File: src/rtl/stoppuhr_pkg.sv
// Shared definitions for the stopwatch control: state encoding, BCD digit
// limits and the prescaler divide ratio.
package stoppuhr_pkg;

  typedef enum logic [1:0] {
    IDLE = 2'd0,
    RUN  = 2'd1,
    STOP = 2'd2,
    LAP  = 2'd3
  } zustand_t;

  localparam int          ZIFFER_W  = 4;
  localparam logic [3:0]  BCD_MAX_9 = 4'd9;
  localparam logic [3:0]  BCD_MAX_5 = 4'd5;

  // Clock cycles per hundredth tick; callers keep the ratio integral and >= 2.
  function automatic int unsigned calc_div(input int unsigned clk_hz,
                                           input int unsigned tick_hz);
    return clk_hz / tick_hz;
  endfunction

endpackage

File: src/rtl/stoppuhr_steuerung_if.sv
// Button pulses in, BCD display value and status flags out.
// master: the side that issues pulses and watches the display.
// slave : the stopwatch control itself.
interface stoppuhr_steuerung_if;

  logic       puls_start_stop;
  logic       puls_lap_reset;
  logic [7:0] anz_hundertstel;
  logic [7:0] anz_sekunden;
  logic [7:0] anz_minuten;
  logic       laeuft;
  logic       lap_aktiv;
  logic       ueberlauf;

  modport master (
    output puls_start_stop, puls_lap_reset,
    input  anz_hundertstel, anz_sekunden, anz_minuten,
    input  laeuft, lap_aktiv, ueberlauf
  );

  modport slave (
    input  puls_start_stop, puls_lap_reset,
    output anz_hundertstel, anz_sekunden, anz_minuten,
    output laeuft, lap_aktiv, ueberlauf
  );

endinterface

File: src/rtl/stoppuhr_steuerung_bcd_ziffer.sv
// One BCD digit counter. Counts 0..max_i on inc_i, wraps to 0 and raises a
// carry in the same cycle it wraps. Any out-of-range value also wraps to 0,
// so the digit can never leave the BCD range.
module bcd_ziffer
  import stoppuhr_pkg::*;
(
  input  logic                clk,
  input  logic                reset,
  input  logic                clr_i,
  input  logic                inc_i,
  input  logic [ZIFFER_W-1:0] max_i,
  output logic [ZIFFER_W-1:0] ziffer_o,
  output logic                carry_o
);

  logic [ZIFFER_W-1:0] ziffer_q, ziffer_d;

  // Next digit value: clear wins over increment.
  always_comb begin
    ziffer_d = ziffer_q;
    if (clr_i) begin
      ziffer_d = '0;
    end else if (inc_i) begin
      ziffer_d = (ziffer_q >= max_i) ? '0 : ZIFFER_W'(ziffer_q + 1'b1);
    end
  end

  // Digit register.
  always_ff @(posedge clk) begin
    if (reset) ziffer_q <= '0;
    else       ziffer_q <= ziffer_d;
  end

  assign ziffer_o = ziffer_q;
  assign carry_o  = inc_i && (ziffer_q == max_i);

endmodule

File: src/rtl/stoppuhr_steuerung.sv
// Stopwatch control: IDLE/RUN/STOP/LAP state machine, hundredths prescaler,
// BCD time count MM:SS.hh and the registered (lap-freezable) display value.
// Build option STOPUHR_SATURATE_EN: at 59:59.99 the count saturates and the
// watch drops to STOP instead of wrapping to 00:00.00.
module stoppuhr_steuerung
  import stoppuhr_pkg::*;
#(
  parameter int unsigned CLK_HZ  = 50000000,
  parameter int unsigned TICK_HZ = 100
) (
  input logic                 clk,
  input logic                 reset,
  stoppuhr_steuerung_if.slave sw_if
);

  localparam int unsigned   DIV       = calc_div(CLK_HZ, TICK_HZ);
  localparam int unsigned   PW        = $clog2(DIV);
  localparam logic [PW-1:0] PRESC_MAX = PW'(DIV - 1);

  zustand_t      state_q, state_d;
  logic [PW-1:0] presc_q, presc_d;
  logic [7:0]    anz_h_q, anz_h_d;
  logic [7:0]    anz_s_q, anz_s_d;
  logic [7:0]    anz_m_q, anz_m_d;
  logic          ueberlauf_q, ueberlauf_d;

  logic start_stop, lap_reset;
  logic zaehlt, tick, clr_zaehler, inc_kette, ovf_set, sat_stop;
  logic laeuft, lap_aktiv;
  logic [3:0] h0, h1, s0, s1, m0, m1;
  logic c_h0, c_h1, c_s0, c_s1, c_m0, c_m1;

  assign start_stop = sw_if.puls_start_stop;
  assign lap_reset  = sw_if.puls_lap_reset;

  assign zaehlt = (state_q == RUN) || (state_q == LAP);
  assign tick   = zaehlt && (presc_q == PRESC_MAX);

  // Counters, prescaler and overflow flag are cleared while idle and on the
  // STOP -> IDLE edge (lap/reset alone; start/stop has priority).
  assign clr_zaehler = (state_q == IDLE) ||
                       ((state_q == STOP) && lap_reset && !start_stop);

`ifdef STOPUHR_SATURATE_EN
  logic alle_max;
  assign alle_max  = (h0 == BCD_MAX_9) && (h1 == BCD_MAX_9) &&
                     (s0 == BCD_MAX_9) && (s1 == BCD_MAX_5) &&
                     (m0 == BCD_MAX_9) && (m1 == BCD_MAX_5);
  assign inc_kette = tick && !alle_max;
  assign ovf_set   = tick && alle_max;
  assign sat_stop  = tick && alle_max;
`else
  assign inc_kette = tick;
  assign ovf_set   = c_m1;
  assign sat_stop  = 1'b0;
`endif

  bcd_ziffer u_h0 (.clk(clk), .reset(reset), .clr_i(clr_zaehler), .inc_i(inc_kette),
                   .max_i(BCD_MAX_9), .ziffer_o(h0), .carry_o(c_h0));
  bcd_ziffer u_h1 (.clk(clk), .reset(reset), .clr_i(clr_zaehler), .inc_i(c_h0),
                   .max_i(BCD_MAX_9), .ziffer_o(h1), .carry_o(c_h1));
  bcd_ziffer u_s0 (.clk(clk), .reset(reset), .clr_i(clr_zaehler), .inc_i(c_h1),
                   .max_i(BCD_MAX_9), .ziffer_o(s0), .carry_o(c_s0));
  bcd_ziffer u_s1 (.clk(clk), .reset(reset), .clr_i(clr_zaehler), .inc_i(c_s0),
                   .max_i(BCD_MAX_5), .ziffer_o(s1), .carry_o(c_s1));
  bcd_ziffer u_m0 (.clk(clk), .reset(reset), .clr_i(clr_zaehler), .inc_i(c_s1),
                   .max_i(BCD_MAX_9), .ziffer_o(m0), .carry_o(c_m0));
  bcd_ziffer u_m1 (.clk(clk), .reset(reset), .clr_i(clr_zaehler), .inc_i(c_m0),
                   .max_i(BCD_MAX_5), .ziffer_o(m1), .carry_o(c_m1));

  // Next state and status flags; start/stop beats lap/reset, saturation forces STOP.
  always_comb begin
    state_d   = state_q;
    laeuft    = 1'b0;
    lap_aktiv = 1'b0;
    case (state_q)
      IDLE: begin
        if (start_stop) state_d = RUN;
      end
      RUN: begin
        laeuft = 1'b1;
        if (start_stop)     state_d = STOP;
        else if (lap_reset) state_d = LAP;
      end
      LAP: begin
        laeuft    = 1'b1;
        lap_aktiv = 1'b1;
        if (start_stop)     state_d = STOP;
        else if (lap_reset) state_d = RUN;
      end
      STOP: begin
        if (start_stop)     state_d = RUN;
        else if (lap_reset) state_d = IDLE;
      end
      default: state_d = IDLE;
    endcase
    if (sat_stop) state_d = STOP;
  end

  // Prescaler, display and overflow next values. The display follows the
  // live count one cycle late except while in LAP, where it holds.
  always_comb begin
    presc_d     = presc_q;
    anz_h_d     = anz_h_q;
    anz_s_d     = anz_s_q;
    anz_m_d     = anz_m_q;
    ueberlauf_d = ueberlauf_q;
    if (clr_zaehler)  presc_d = '0;
    else if (zaehlt)  presc_d = tick ? '0 : PW'(presc_q + 1'b1);
    if (state_q != LAP) begin
      anz_h_d = {h1, h0};
      anz_s_d = {s1, s0};
      anz_m_d = {m1, m0};
    end
    if (clr_zaehler)  ueberlauf_d = 1'b0;
    else if (ovf_set) ueberlauf_d = 1'b1;
  end

  // State, prescaler, display and overflow registers.
  always_ff @(posedge clk) begin
    if (reset) begin
      state_q     <= IDLE;
      presc_q     <= '0;
      anz_h_q     <= '0;
      anz_s_q     <= '0;
      anz_m_q     <= '0;
      ueberlauf_q <= 1'b0;
    end else begin
      state_q     <= state_d;
      presc_q     <= presc_d;
      anz_h_q     <= anz_h_d;
      anz_s_q     <= anz_s_d;
      anz_m_q     <= anz_m_d;
      ueberlauf_q <= ueberlauf_d;
    end
  end

  assign sw_if.anz_hundertstel = anz_h_q;
  assign sw_if.anz_sekunden    = anz_s_q;
  assign sw_if.anz_minuten     = anz_m_q;
  assign sw_if.laeuft          = laeuft;
  assign sw_if.lap_aktiv       = lap_aktiv;
  assign sw_if.ueberlauf       = ueberlauf_q;

endmodule

File: src/flat_wrapper.sv
// flat-port wrapper written by rule: the top's interface ports become plain ports
module stoppuhr_steuerung_flat import stoppuhr_pkg::*;
#(
  parameter int unsigned CLK_HZ  = 50000000,
  parameter int unsigned TICK_HZ = 100
)
  (clk, reset, sw_if_puls_start_stop, sw_if_puls_lap_reset, sw_if_anz_hundertstel, sw_if_anz_sekunden, sw_if_anz_minuten, sw_if_laeuft, sw_if_lap_aktiv, sw_if_ueberlauf);
  stoppuhr_steuerung_if sw_if_i ();
  input logic clk;
  input logic reset;
  input wire logic [$bits(sw_if_i.puls_start_stop)-1:0] sw_if_puls_start_stop;
  input wire logic [$bits(sw_if_i.puls_lap_reset)-1:0] sw_if_puls_lap_reset;
  output wire logic [$bits(sw_if_i.anz_hundertstel)-1:0] sw_if_anz_hundertstel;
  output wire logic [$bits(sw_if_i.anz_sekunden)-1:0] sw_if_anz_sekunden;
  output wire logic [$bits(sw_if_i.anz_minuten)-1:0] sw_if_anz_minuten;
  output wire logic [$bits(sw_if_i.laeuft)-1:0] sw_if_laeuft;
  output wire logic [$bits(sw_if_i.lap_aktiv)-1:0] sw_if_lap_aktiv;
  output wire logic [$bits(sw_if_i.ueberlauf)-1:0] sw_if_ueberlauf;
  assign sw_if_i.puls_start_stop = sw_if_puls_start_stop;
  assign sw_if_i.puls_lap_reset = sw_if_puls_lap_reset;
  assign sw_if_anz_hundertstel = sw_if_i.anz_hundertstel;
  assign sw_if_anz_sekunden = sw_if_i.anz_sekunden;
  assign sw_if_anz_minuten = sw_if_i.anz_minuten;
  assign sw_if_laeuft = sw_if_i.laeuft;
  assign sw_if_lap_aktiv = sw_if_i.lap_aktiv;
  assign sw_if_ueberlauf = sw_if_i.ueberlauf;
  stoppuhr_steuerung #(.CLK_HZ(CLK_HZ), .TICK_HZ(TICK_HZ)) u_core (.clk(clk), .reset(reset), .sw_if(sw_if_i));
endmodule
File: config.mk
export PLATFORM = sky130hd
export DESIGN_NAME = stoppuhr_steuerung_flat
export DESIGN_NICKNAME = d
export VERILOG_FILES = /design/src/rtl/stoppuhr_pkg.sv /design/src/rtl/stoppuhr_steuerung_if.sv /design/src/rtl/stoppuhr_steuerung_bcd_ziffer.sv /design/src/rtl/stoppuhr_steuerung.sv /design/src/flat_wrapper.sv
export SDC_FILE = /design/constraint.sdc
export NUM_CORES = 1
export LEC_CHECK = 0
export ABC_AREA = 1
export CORE_MARGIN = 2
export CORE_UTILIZATION = 50
export DETAILED_ROUTE_END_ITERATION = 8
export HOLD_SLACK_MARGIN = 0.06
export PLACE_DENSITY_LB_ADDON = 0.05
export SYNTH_ARGS = -nofsm -noshare
export SYNTH_HDL_FRONTEND = slang
export SYNTH_SLANG_ARGS = --single-unit
File: constraint.sdc
create_clock -name clk -period 1.8 [get_ports clk]
set_clock_uncertainty 0.2 [all_clocks]
set_input_delay 0.27 -clock clk [delete_from_list [all_inputs] [get_ports clk]]
set_output_delay 0.27 -clock clk [all_outputs]
set_load 0.03 [all_outputs]
==> summary.md, run 1 <==
| Metric | Value |
|---|---|
| Status | finished with violations |
| Failing checks | setup timing |
| Sequential Power Share | between 50% and 60% |
| Inserted Diodes | 0 |
| Largest net degree at the start of global routing | 28 |
| Final Cycle Share | 101% |
| Worst Hold Class | reg2reg |
| DR iter-0 viols | 114 |
| Layout cells sized above 1 | between 20% and 30% |
| Setup-failing EPs final | 4 |
| R2R cell count | 10 |
| Via/cell ratio | around 5 |
| RSZ-0062 raised after global routing | yes |
| FF-to-FF Start | u_core.presc_q[1]$_SDFFE_PP0P_ |
| Cell variety after synth | 36 |
| Worst setup EP type | register |
| Post-synth ARST share | 0% |
| Critical path class | reg2reg |
| Clock Latency Late Sink | ~0.36 ns |
| Initial antenna violation count | 0 |
| Hold Fails Final Rpt | 0 |
| Final net count | 568 |
| Synth Cell Area | 3440 µm² |
| Min-delay src | u_core.sw_if.anz_hundertstel[7]$_SDFFE_PP0N_ |
| PwrDens | about 680 nW/µm² |
| Internal reg-to-reg setup slack | -0.02 ns |
| Seq/Total Area, Yosys | between 40% and 50% |
| Initial Util | 51.1% |
| Slew @ Worst Pin | 0.411 ns |
| Dpl cells | 604 |
| Synth warn | 0 |
| Remaining Overflow, GRT | 0 |
| Arr. time, crit path | ~1.9 ns |
| Leakage power | 2.07 nW |
| Fillers | 584 |
| DRT Wirelength | 7950 µm |
| Max Cap Violations | 0 |
| WHS Path Cells | 2 |
| Avg Synthesized Cell Area | about 7.5 µm² |
| Clk sink count | 70 |
| H-tree Lvls | 3 |
| CTS tree | yes |
| # rows | 30 |
| Routed len/inst | around 13 µm |
| CTS Hold Bufs | 0 |
| Gpl congestion | between 0.8 and 0.9 |
| Internal Power | approximately 2.4 mW |
| Die Wd | roughly 87 µm |
| Flops & latches, synth | 70 |
| Final setup margin | -0.0207 ns |
| Critical-path maximum fanout | 4 |
| Root buffer cell | clkbuf_8 |
| VDD IR max | 0.437 mV |
| Number of global-route vias before repair | between 2000 and 3000 |
| # IOs | 31 |
| Clk network pwr share | 44.7% |
| Top FF cell, synth | dfxtp_1 |
| Post-route insts no fill | 630 |
| Part of the power in combinational logic | around 5.2% |
| CTS Buf Count | 9 |
| Worst-path clk slew | roughly 0.070 ns |
| Area Growth Syn to Fin | 34.3% |
| Hold EP | u_core.sw_if.anz_hundertstel[7]$_SDFFE_PP0N_ |
| Area of the multi-input gates | approximately 1900 µm² |
| Synthesized Nets | 479 |
| DR pass1 iterations | 4 |
| Clock Path Buffers | 2 |
| Die area | ~7600 µm² |
| Register area | 1420 µm² |
| Minimum clock period | between 1.5 and 2 ns |
| Sw Ratio | 23.3% |
| Vias | roughly 3100 |
| Fmax | 549 MHz |
| Slew HR | roughly 72% |
| First-pass GRT wire length | 13100 µm |
| Startpoint Class | register |
| Number of synthesized flops with an enable pin | 0 |
| DIE HEIGHT | roughly 87 µm |
| Final HPWL DP | roughly 5600 µm |
| Post-synthesis instance total | ~460 |
| PortBufs | 30 |
| WP data required | 1.89 ns |
| Residual DRC | 0 |
| Net Switching | 727 µW |
| FF-to-FF End | u_core.u_m0.ziffer_o[0]$_SDFFE_PP0N_ |
| Overall routing resource usage | between 20% and 30% |
| Post-route ant nets | 0 |
| Hold_ws | 0.262 ns |
| Slew Viols, Final | 0 |
| Core area | ~6700 µm² |
==> power groups by stage <==
stage                     clock [mW]  sequential, mW  combinational, mW
final                           1.39            1.57              0.161
after detailed placement           0            1.60              0.156
after CTS                       1.41            1.57              0.154
after global routing            1.48            1.57              0.175
after global placement             0            1.60              0.154
after floorplan                    0            1.61             0.0757
==> placed cells by master (no fill, tap or decap), types with 3 or more instances in the layout <==
cell	n
nand4_1	5
a21oi_1	21
nand3_2	7
nor2_4	8
o21ai_1	6
nor2_2	8
nor3_1	6
nand2_2	10
nor3_4	5
xor2_1	4
inv_1	50
clkdlybuf4s50_1	3
o21ai_2	4
buf_4	56
nand3_1	14
o21ai_0	5
clkbuf_8	9
ha_1	17
dfxtp_1	58
dfxtp_2	10
inv_2	14
nand2_1	77
dlygate4sd2_1	25
xnor2_1	3
a211oi_1	25
buf_6	4
nor2_1	68
==> registers in the layout, indices dropped and copies added (netlist names) <==
register and count:
u_core.presc_q 19, u_core.sw_if.anz_hundertstel 8, u_core.sw_if.anz_minuten 8, u_core.sw_if.anz_sekunden 8, u_core.u_h0.ziffer_o 4, u_core.u_h1.ziffer_o 4
u_core.u_m0.ziffer_o 4, u_core.u_m1.ziffer_o 4, u_core.u_s0.ziffer_o 4, u_core.u_s1.ziffer_o 4, u_core.state_q 2, u_core.sw_if.ueberlauf 1
==> synthesized netlist by cell type, types with 6 or more instances <==
cell,instances,area share [%]
a21oi_1,23,3.4
o21ai_0,8,1.2
a211oi_1,25,5.5
nor2_1,78,8.5
inv_2,7,0.76
nand3_1,19,2.8
nand2_1,85,9.3
ha_1,19,6.9
inv_1,57,6.2
nor3_1,6,0.87
o21ai_1,8,1.2
dfxtp_1,70,41
==> layout make-up <==
type | count | share of cell area (%)
sequential | 70 | 30.8
timing repair buffer | 89 | 15.7
multi-input combinational | 311 | 41.5
inverter | 64 | 5.21
clock inverter | 6 | 1.87
tap | 80 | 2.17
clock buffer | 10 | 2.77
==> metal layers <==
layer,GRT usage [%],vias up,part of all wire [%]
met5,0,-,0
met4,8.95,0,1.7
met3,4.36,13,3.1
met2,35.5,46,48
met1,28.8,1415,47
li1,-,1653,-
==> worst max-delay path by stage <==
stage	start	to	cells past startpoint
floorplan	u_core.presc_q[1]$_SDFFE_PP0P_	u_core.u_m0.ziffer_o[2]$_SDFFE_PP0N_	10
global placement	sw_if_puls_start_stop	u_core.presc_q[14]$_SDFFE_PP0P_	7
detailed placement	sw_if_puls_start_stop	u_core.presc_q[12]$_SDFFE_PP0P_	7
CTS	u_core.u_h1.ziffer_o[1]$_SDFFE_PP0N_	u_core.u_m1.ziffer_o[0]$_SDFFE_PP0P_	9
global route	u_core.presc_q[1]$_SDFFE_PP0P_	u_core.u_m0.ziffer_o[0]$_SDFFE_PP0N_	10
finish	u_core.presc_q[1]$_SDFFE_PP0P_	u_core.u_m0.ziffer_o[0]$_SDFFE_PP0N_	10
==> what timing repair did <==
| item | CTS | global route |
|---|---|---|
| setup endpoints to repair | 59 | 37 |
| setup buffers | 4 | 6 |
| gates resized for setup | 40 | 58 |
| gates cloned | 0 | 0 |
| hold endpoints to repair | 0 | 0 |
| pin swaps | 9 | 23 |
==> cell families (layout without fill, tap and decap cells) <==
group	Yosys count	in the layout	synth area share [%]
adder cells (fa/ha/maj)	19	19	6.92
flip-flops	70	70	40.8
XOR/XNOR	7	7	1.78
AO/OA/AOI/OAI	69	69	12.2
buffers and inverters	75	169	8.56
AND/OR/NAND/NOR	216	216	29.7
==> per-stage QoR <==
stage	setup TNS, ns	power [mW]	worst slack [ns]	utilization, %	instance area, µm²
finish	-0.0478	3.12	-0.0207	68.7	4610
detailed placement	-5.29	1.76	-0.215	61.7	4150
global route	-1.58	3.23	-0.133	68.7	4610
floorplan	0	1.69	0.0427	-	3440
global placement	-3.43	1.76	-0.136	61.7	4150
CTS	0	3.14	0.000243	65.5	4400
==> critical path: stages, from the launching register on <==
cell and delay (ns):
dfxtp_2 0.36, ha_4 0.15, nand3_2 0.09, nor2_4 0.10, nand2_2 0.07, nor2_4 0.15, nand4_4 0.14, buf_4 0.18
o21ai_1 0.14, nand2_1 0.08, nor2_1 0.11
No activity file was read; power rests on OpenSTA's default activity.
==> inputs of run 2 (changes only) <==
PLACE_DENSITY = 0.75   (was unset)
PLACE_DENSITY_LB_ADDON = unset   (was 0.05)
==> summary.md, run 2 (synthesis results as in run 1) <==
| Metric | Value |
|---|---|
| Status | finished with violations |
| Failing checks | setup timing |
| Gpl congestion | 0.938 (+8.5%) |
| DR pass1 iterations | 4 (unchanged) |
| VDD IR max | 0.380 mV (-13%) |
| Vias | 3189 (+2.0%) |
| Worst setup EP type | register |
| Critical path class | reg2reg |
| Setup TNS | -0.306 ns (-0.259 ns) |
| R2R cell count | 10 (unchanged) |
| First-pass GRT wire length | 12700 µm (-2.6%) |
| Number of global-route vias before repair | 2991 (+2.5%) |
| DIE HEIGHT | 86.9 µm (unchanged) |
| DR iter-0 viols | 119 (+4.4%) |
| Dpl cells | 598 (-0.99%) |
| Clk sink count | 70 (unchanged) |
| Leakage power | 2.03 nW (-1.8%) |
| CTS Buf Count | 9 (unchanged) |
| Residual DRC | 0 (unchanged) |
| Hold Fails Final Rpt | 0 (unchanged) |
| Initial Util | 51.1% (unchanged) |
| Final Instance Area | 4560 µm² (-1.1%) |
| Routed len/inst | 12.8 µm (+1.3%) |
| Minimum clock period | 1.86 ns (+0.0357 ns) |
| Initial antenna violation count | 0 (unchanged) |
| Min-delay src | u_core.sw_if.ueberlauf$_SDFFE_PP0P_ |
| Largest register FFs | 19 (unchanged) |
| Tot Pwr | 2.97 mW (-4.8%) |
| Top reg by flops | u_core.presc_q |
| CTS tree | yes |
| Startpoint Class | register |
| RSZ-0062 raised after global routing | yes |
| Slew Viols, Final | 0 (unchanged) |
| Via/cell ratio | 5.12 (+3.1%) |
| # rows | 30 (unchanged) |
| Inserted Diodes | 0 (unchanged) |
| Setup crit start | u_core.presc_q[1]$_SDFFE_PP0P_ |
| Final Cycle Share | 103% (+2.0 points) |
| PwrDens | 651 nW/µm² (-3.7%) |
| Setup-failing EPs final | 9 (+5) |
| Die Wd | 86.9 µm (unchanged) |
| Final net count | 561 (-1.2%) |
| Overall routing resource usage | 21.2% (-0.76 points) |
| DRT Wirelength | 7970 µm (+0.20%) |
| Largest net degree at the start of global routing | 47 (+68%) |
| Area Growth Syn to Fin | 32.8% |
| Root buffer cell | clkbuf_8 |
| Commonest non-fill, non-tap cell in the layout | nand2_1 |
| Post-route ant nets | 0 (unchanged) |
| # IOs | 31 (unchanged) |
| Die area | 7550 µm² (unchanged) |
| Worst-path clk slew | 0.07 ns (about the same) |
| Critical-path maximum fanout | 6 (+2) |
| Remaining Overflow, GRT | 0 (unchanged) |
| Max Cap Violations | 0 (unchanged) |
| Core area | 6720 µm² (unchanged) |
| Arr. time, crit path | 1.91 ns (about the same) |
| Final HPWL DP | 5560 µm (+0.18%) |
| Post-route insts no fill | 623 (-1.1%) |
| WP data required | 1.85 ns (-0.04 ns) |
| Clock Latency Late Sink | 0.36 ns (about the same) |
| PortBufs | 30 (unchanged) |
| H-tree Lvls | 3 (unchanged) |
| Worst Hold Class | reg2reg |
| Final setup margin | -0.0564 ns (-0.0357 ns) |
| Final Util | 67.9% (-0.74 points) |
| Layout cells sized above 1 | 26.7% (-1.3 points) |
| DP Area | 4120 µm² (-0.78%) |
| FF-to-FF Start | u_core.presc_q[1]$_SDFFE_PP0P_ |
| Clock Path Buffers | 2 (unchanged) |
| WHS Path Cells | 2 (unchanged) |
| Commonest non-fill, non-tap cells in the layout | 77 x nand2_1, 69 x nor2_1, 62 x dfxtp_1, 50 x inv_1, 48 x buf_4 |
| Slew @ Worst Pin | 0.449 ns (+0.0378 ns) |
| Slew HR | 69.9% (-2.4 points) |
| Fmax | 539 MHz (-1.9%) |
==> run 2: cell types whose count changed in the layout (fill, tap and decap cells not counted), sizes merged <==
cell	before	now
buf	60	53
clkinvlp	1	3
bufinv	2	1
clkdlybuf4s15	1	0
clkinv	3	2
dlygate4sd2	25	26
==> run 2: where the power goes <==
group | switching (mW) | internal (mW) | total, mW
clock network | 0.618 | 0.634 | 1.25
logic | 0.0974 | 0.0573 | 0.155
registers | 0.00819 | 1.56 | 1.57
==> run 2: critical path, cell delays in order, from the launching register on <==
cell and delay (ns):
dfxtp_4 0.37, ha_4 0.16, nand3_2 0.10, nor2_4 0.10, nand2_2 0.07, nor2_4 0.15
nand4_4 0.16, nor2_4 0.21, o21ai_2 0.08, nand2_2 0.11, nor2_1 0.05
==> run 2: worst paths after layout <==
check	end	slack, ns
min	u_core.sw_if.ueberlauf$_SDFFE_PP0P_	0.27
max	u_core.u_m0.ziffer_o[2]$_SDFFE_PP0N_	-0.06
min reg2reg	u_core.sw_if.ueberlauf$_SDFFE_PP0P_	0.27
max reg2reg	u_core.u_m0.ziffer_o[2]$_SDFFE_PP0N_	-0.06
==> run 2: what timing repair did <==
action / CTS / global route
pin swaps: 6 / 30
hold buffers: 0 / 0
endpoints found under the hold margin: 0 / 0
gates resized for setup: 39 / 57
setup endpoints to repair: 44 / 33
buffers inserted: 3 / 6
==> run 2: per-stage QoR <==
step                      hold slack (ns)  setup WS (ns)
after floorplan                     0.163         0.0427
after global placement              0.251        -0.0602
after detailed placement            0.254        -0.0930
after CTS                           0.271         0.0110
after global routing                0.283         -0.173
final                               0.265        -0.0564
==> run 2: final cells by class <==
cell class | instances | area [µm²]
Clock inverter | 6 | 62.6
Clock buffer | 10 | 128
Fill cell | 550 | 2150
Sequential cell | 70 | 1410
Inverter | 64 | 245
Tap cell | 80 | 100
Timing Repair Buffer | 82 | 683
Multi-Input combinational cell | 311 | 1930
==> run 2: routing by layer <==
layer | share of wire (%) | track usage, % | vias up
met4 | 2.4 | 10.7 | 0
met2 | 49 | 35.3 | 64
met5 | 0 | 0 | -
met3 | 2.8 | 3.60 | 16
li1 | - | - | 1644
met1 | 46 | 26.5 | 1465
==> inputs of run 3 (changes only) <==
CAP_MARGIN = 40   (was unset)
HOLD_SLACK_MARGIN = 0.02   (was 0.06)
PLACE_DENSITY = 0.76   (was 0.75)
==> summary.md, run 3 (synthesis results as in run 1) <==
| Metric | Value |
|---|---|
| Status | finished with violations |
| Failing checks | setup timing |
| Critical-path maximum fanout | 5 (-1) |
| PortBufs | 30 (unchanged) |
| Post-route insts no fill | 625 (+0.32%) |
| Routed len/inst | 13.0 µm (+1.4%) |
| DR iter-0 viols | 173 (+45%) |
| Clk sink count | 70 (unchanged) |
| Die Wd | 86.9 µm (unchanged) |
| # IOs | 31 (unchanged) |
| First-pass GRT wire length | 13300 µm (+4.3%) |
| Area Growth Syn to Fin | 33.4% |
| Inserted Diodes | 0 (unchanged) |
| Final HPWL DP | 5720 µm (+2.9%) |
| H-tree Lvls | 3 (unchanged) |
| Max Cap Violations | 0 (unchanged) |
| Part of the power in combinational logic | 5.3% (about the same) |
| Residual DRC | 0 (unchanged) |
| DIE HEIGHT | 86.9 µm (unchanged) |
| Number of global-route vias before repair | 3006 (+0.50%) |
| Die area | 7550 µm² (unchanged) |
| Minimum clock period | 1.85 ns (-0.00667 ns) |
| Fmax | 541 MHz (+0.36%) |
| Sw Ratio | 24.6% (+0.29 points) |
| Internal Power | 2.26 mW (+0.45%) |
| Dpl cells | 598 (unchanged) |
| Commonest non-fill, non-tap cells in the layout | 77 x nand2_1, 66 x nor2_1, 61 x dfxtp_1, 50 x inv_1, 49 x buf_4 |
| CTS Buf Count | 9 (unchanged) |
| RSZ-0062 raised after global routing | yes |
| Commonest non-fill, non-tap cell in the layout | nand2_1 |
| Leakage power | 2.02 nW (-0.85%) |
| Post-route ant nets | 0 (unchanged) |
| Gpl congestion | 0.853 (-9.1%) |
| Overall routing resource usage | 22.3% (+1.1 points) |
| Initial Util | 51.1% (unchanged) |
| # rows | 30 (unchanged) |
| Root buffer cell | clkbuf_8 |
| Via/cell ratio | 5.24 (+2.3%) |
| Startpoint Class | register |
| DRT Wirelength | 8110 µm (+1.7%) |
| Final net count | 563 (+0.36%) |
| Net Switching | 738 µW (+2.0%) |
| Critical path class | reg2reg |
| Largest net degree at the start of global routing | 47 (unchanged) |
| Final Cycle Share | 103% (-0.37 points) |
| Final setup margin | -0.0497 ns (+0.00667 ns) |
| PwrDens | 654 nW/µm² (+0.45%) |
| WP data required | 1.89 ns (+0.04 ns) |
| CTS tree | yes |
| Sequential Power Share | 52.3% (-0.4 points) |
| Top layer in use | met4 |
| DR pass1 iterations | 4 (unchanged) |
| Clock Latency Late Sink | 0.35 ns (about the same) |
| Core area | 6720 µm² (unchanged) |
| Hold Fails Final Rpt | 0 (unchanged) |
| CTS Hold Bufs | 0 (unchanged) |
| Met3 WL | 339 µm (+53%) |
| Initial antenna violation count | 0 (unchanged) |
| Worst setup EP type | register |
| Slew @ Worst Pin | 0.472 ns (+0.0227 ns) |
| Slew Viols, Final | 0 (unchanged) |
| M1 wire length | 3670 µm (+1.1%) |
| Vias | 3274 (+2.7%) |
| Setup TNS | -0.175 ns (+0.132 ns) |
| Fillers | 531 (-3.5%) |
| WL met2 | 3890 µm (-0.97%) |
| Arr. time, crit path | 1.94 ns (+0.03 ns) |
| Internal reg-to-reg setup slack | -0.05 ns (about the same) |
| Slew HR | 68.4% (-1.5 points) |
| Worst-path clk slew | 0.08 ns (about the same) |
| VDD IR max | 0.493 mV (+30%) |
| Top reg by flops | u_core.presc_q |
| Layout cells sized above 1 | 27.7% (+1.0 points) |
| Clk network pwr share | 42.4% (+0.3 points) |
| Largest register FFs | 19 (unchanged) |
| Remaining Overflow, GRT | 0 (unchanged) |
| Worst Hold Class | reg2reg |
| Clock Path Buffers | 2 (unchanged) |
| Setup-failing EPs final | 9 (unchanged) |
-- run 3: changes by cell type in the layout (fill, tap and decap cells not counted), sizes merged --
cell / delta
clkinvlp: -2
buf: +2
clkinv: +2
clkbuf: -1
inv: +1
-- run 3: timing repair --
item,CTS,global route
endpoints found under the setup margin,50,36
buffers inserted,7,5
pin swaps,18,12
resized for setup,56,40
-- run 3: worst paths after layout --
check                                  from                              endpoint  depth (start not counted)
max          u_core.presc_q[1]$_SDFFE_PP0P_  u_core.u_s1.ziffer_o[2]$_SDFFE_PP0N_                         13
min          u_core.presc_q[9]$_SDFFE_PP0P_        u_core.presc_q[9]$_SDFFE_PP0P_                          1
min reg2reg  u_core.presc_q[9]$_SDFFE_PP0P_        u_core.presc_q[9]$_SDFFE_PP0P_                          1
max reg2reg  u_core.presc_q[1]$_SDFFE_PP0P_  u_core.u_s1.ziffer_o[2]$_SDFFE_PP0N_                         13
-- run 3: cell type report --
type / instances / area [µm²] / area share (%)
clock buffer: 9 / 124 / 2.70
timing repair buffer: 84 / 702 / 15.3
inverter: 64 / 240 / 5.24
sequential: 70 / 1420 / 30.9
multi-input combinational: 311 / 1930 / 42.1
tap: 80 / 100 / 2.18
clock inverter: 7 / 73.8 / 1.61
-- run 3: worst max-delay path, cell delays in order, from the launching register on --
cell and delay [ns]:
dfxtp_2 0.35, ha_4 0.15, inv_2 0.04, nor2_4 0.08
buf_6 0.10, nand3_4 0.07, nor2_4 0.12, nand3_4 0.11
nor2_4 0.14, buf_4 0.13, nand2_1 0.06, nand2_1 0.07
nand2_1 0.06, nor2_1 0.09
-- run 3: power by group through the flow --
stage / logic (mW) / clock network [mW] / registers, mW
after floorplan: 0.0757 / 0 / 1.61
after global placement: 0.151 / 0 / 1.60
final: 0.158 / 1.27 / 1.57
after global routing: 0.172 / 1.36 / 1.57
after CTS: 0.151 / 1.30 / 1.57
after detailed placement: 0.154 / 0 / 1.60
-- run 3: stage by stage --
stage | area (µm²) | setup WS, ns | power, mW | hold slack, ns | utilization, %
after floorplan | 3440 | 0.0427 | 1.69 | 0.163 | -
final | 4580 | -0.0497 | 3.00 | 0.254 | 68.2
after CTS | 4420 | -0.0464 | 3.02 | 0.260 | 65.8
after global routing | 4580 | -0.187 | 3.10 | 0.274 | 68.2
after global placement | 4120 | -0.0525 | 1.75 | 0.249 | 61.2
after detailed placement | 4120 | -0.127 | 1.76 | 0.261 | 61.2
-- run 3: per-layer routing --
layer	vias up	GRT usage [%]
met3	20	5.12
met4	0	10.4
met2	93	36.8
met1	1513	27.6
li1	1648	-
met5	-	0
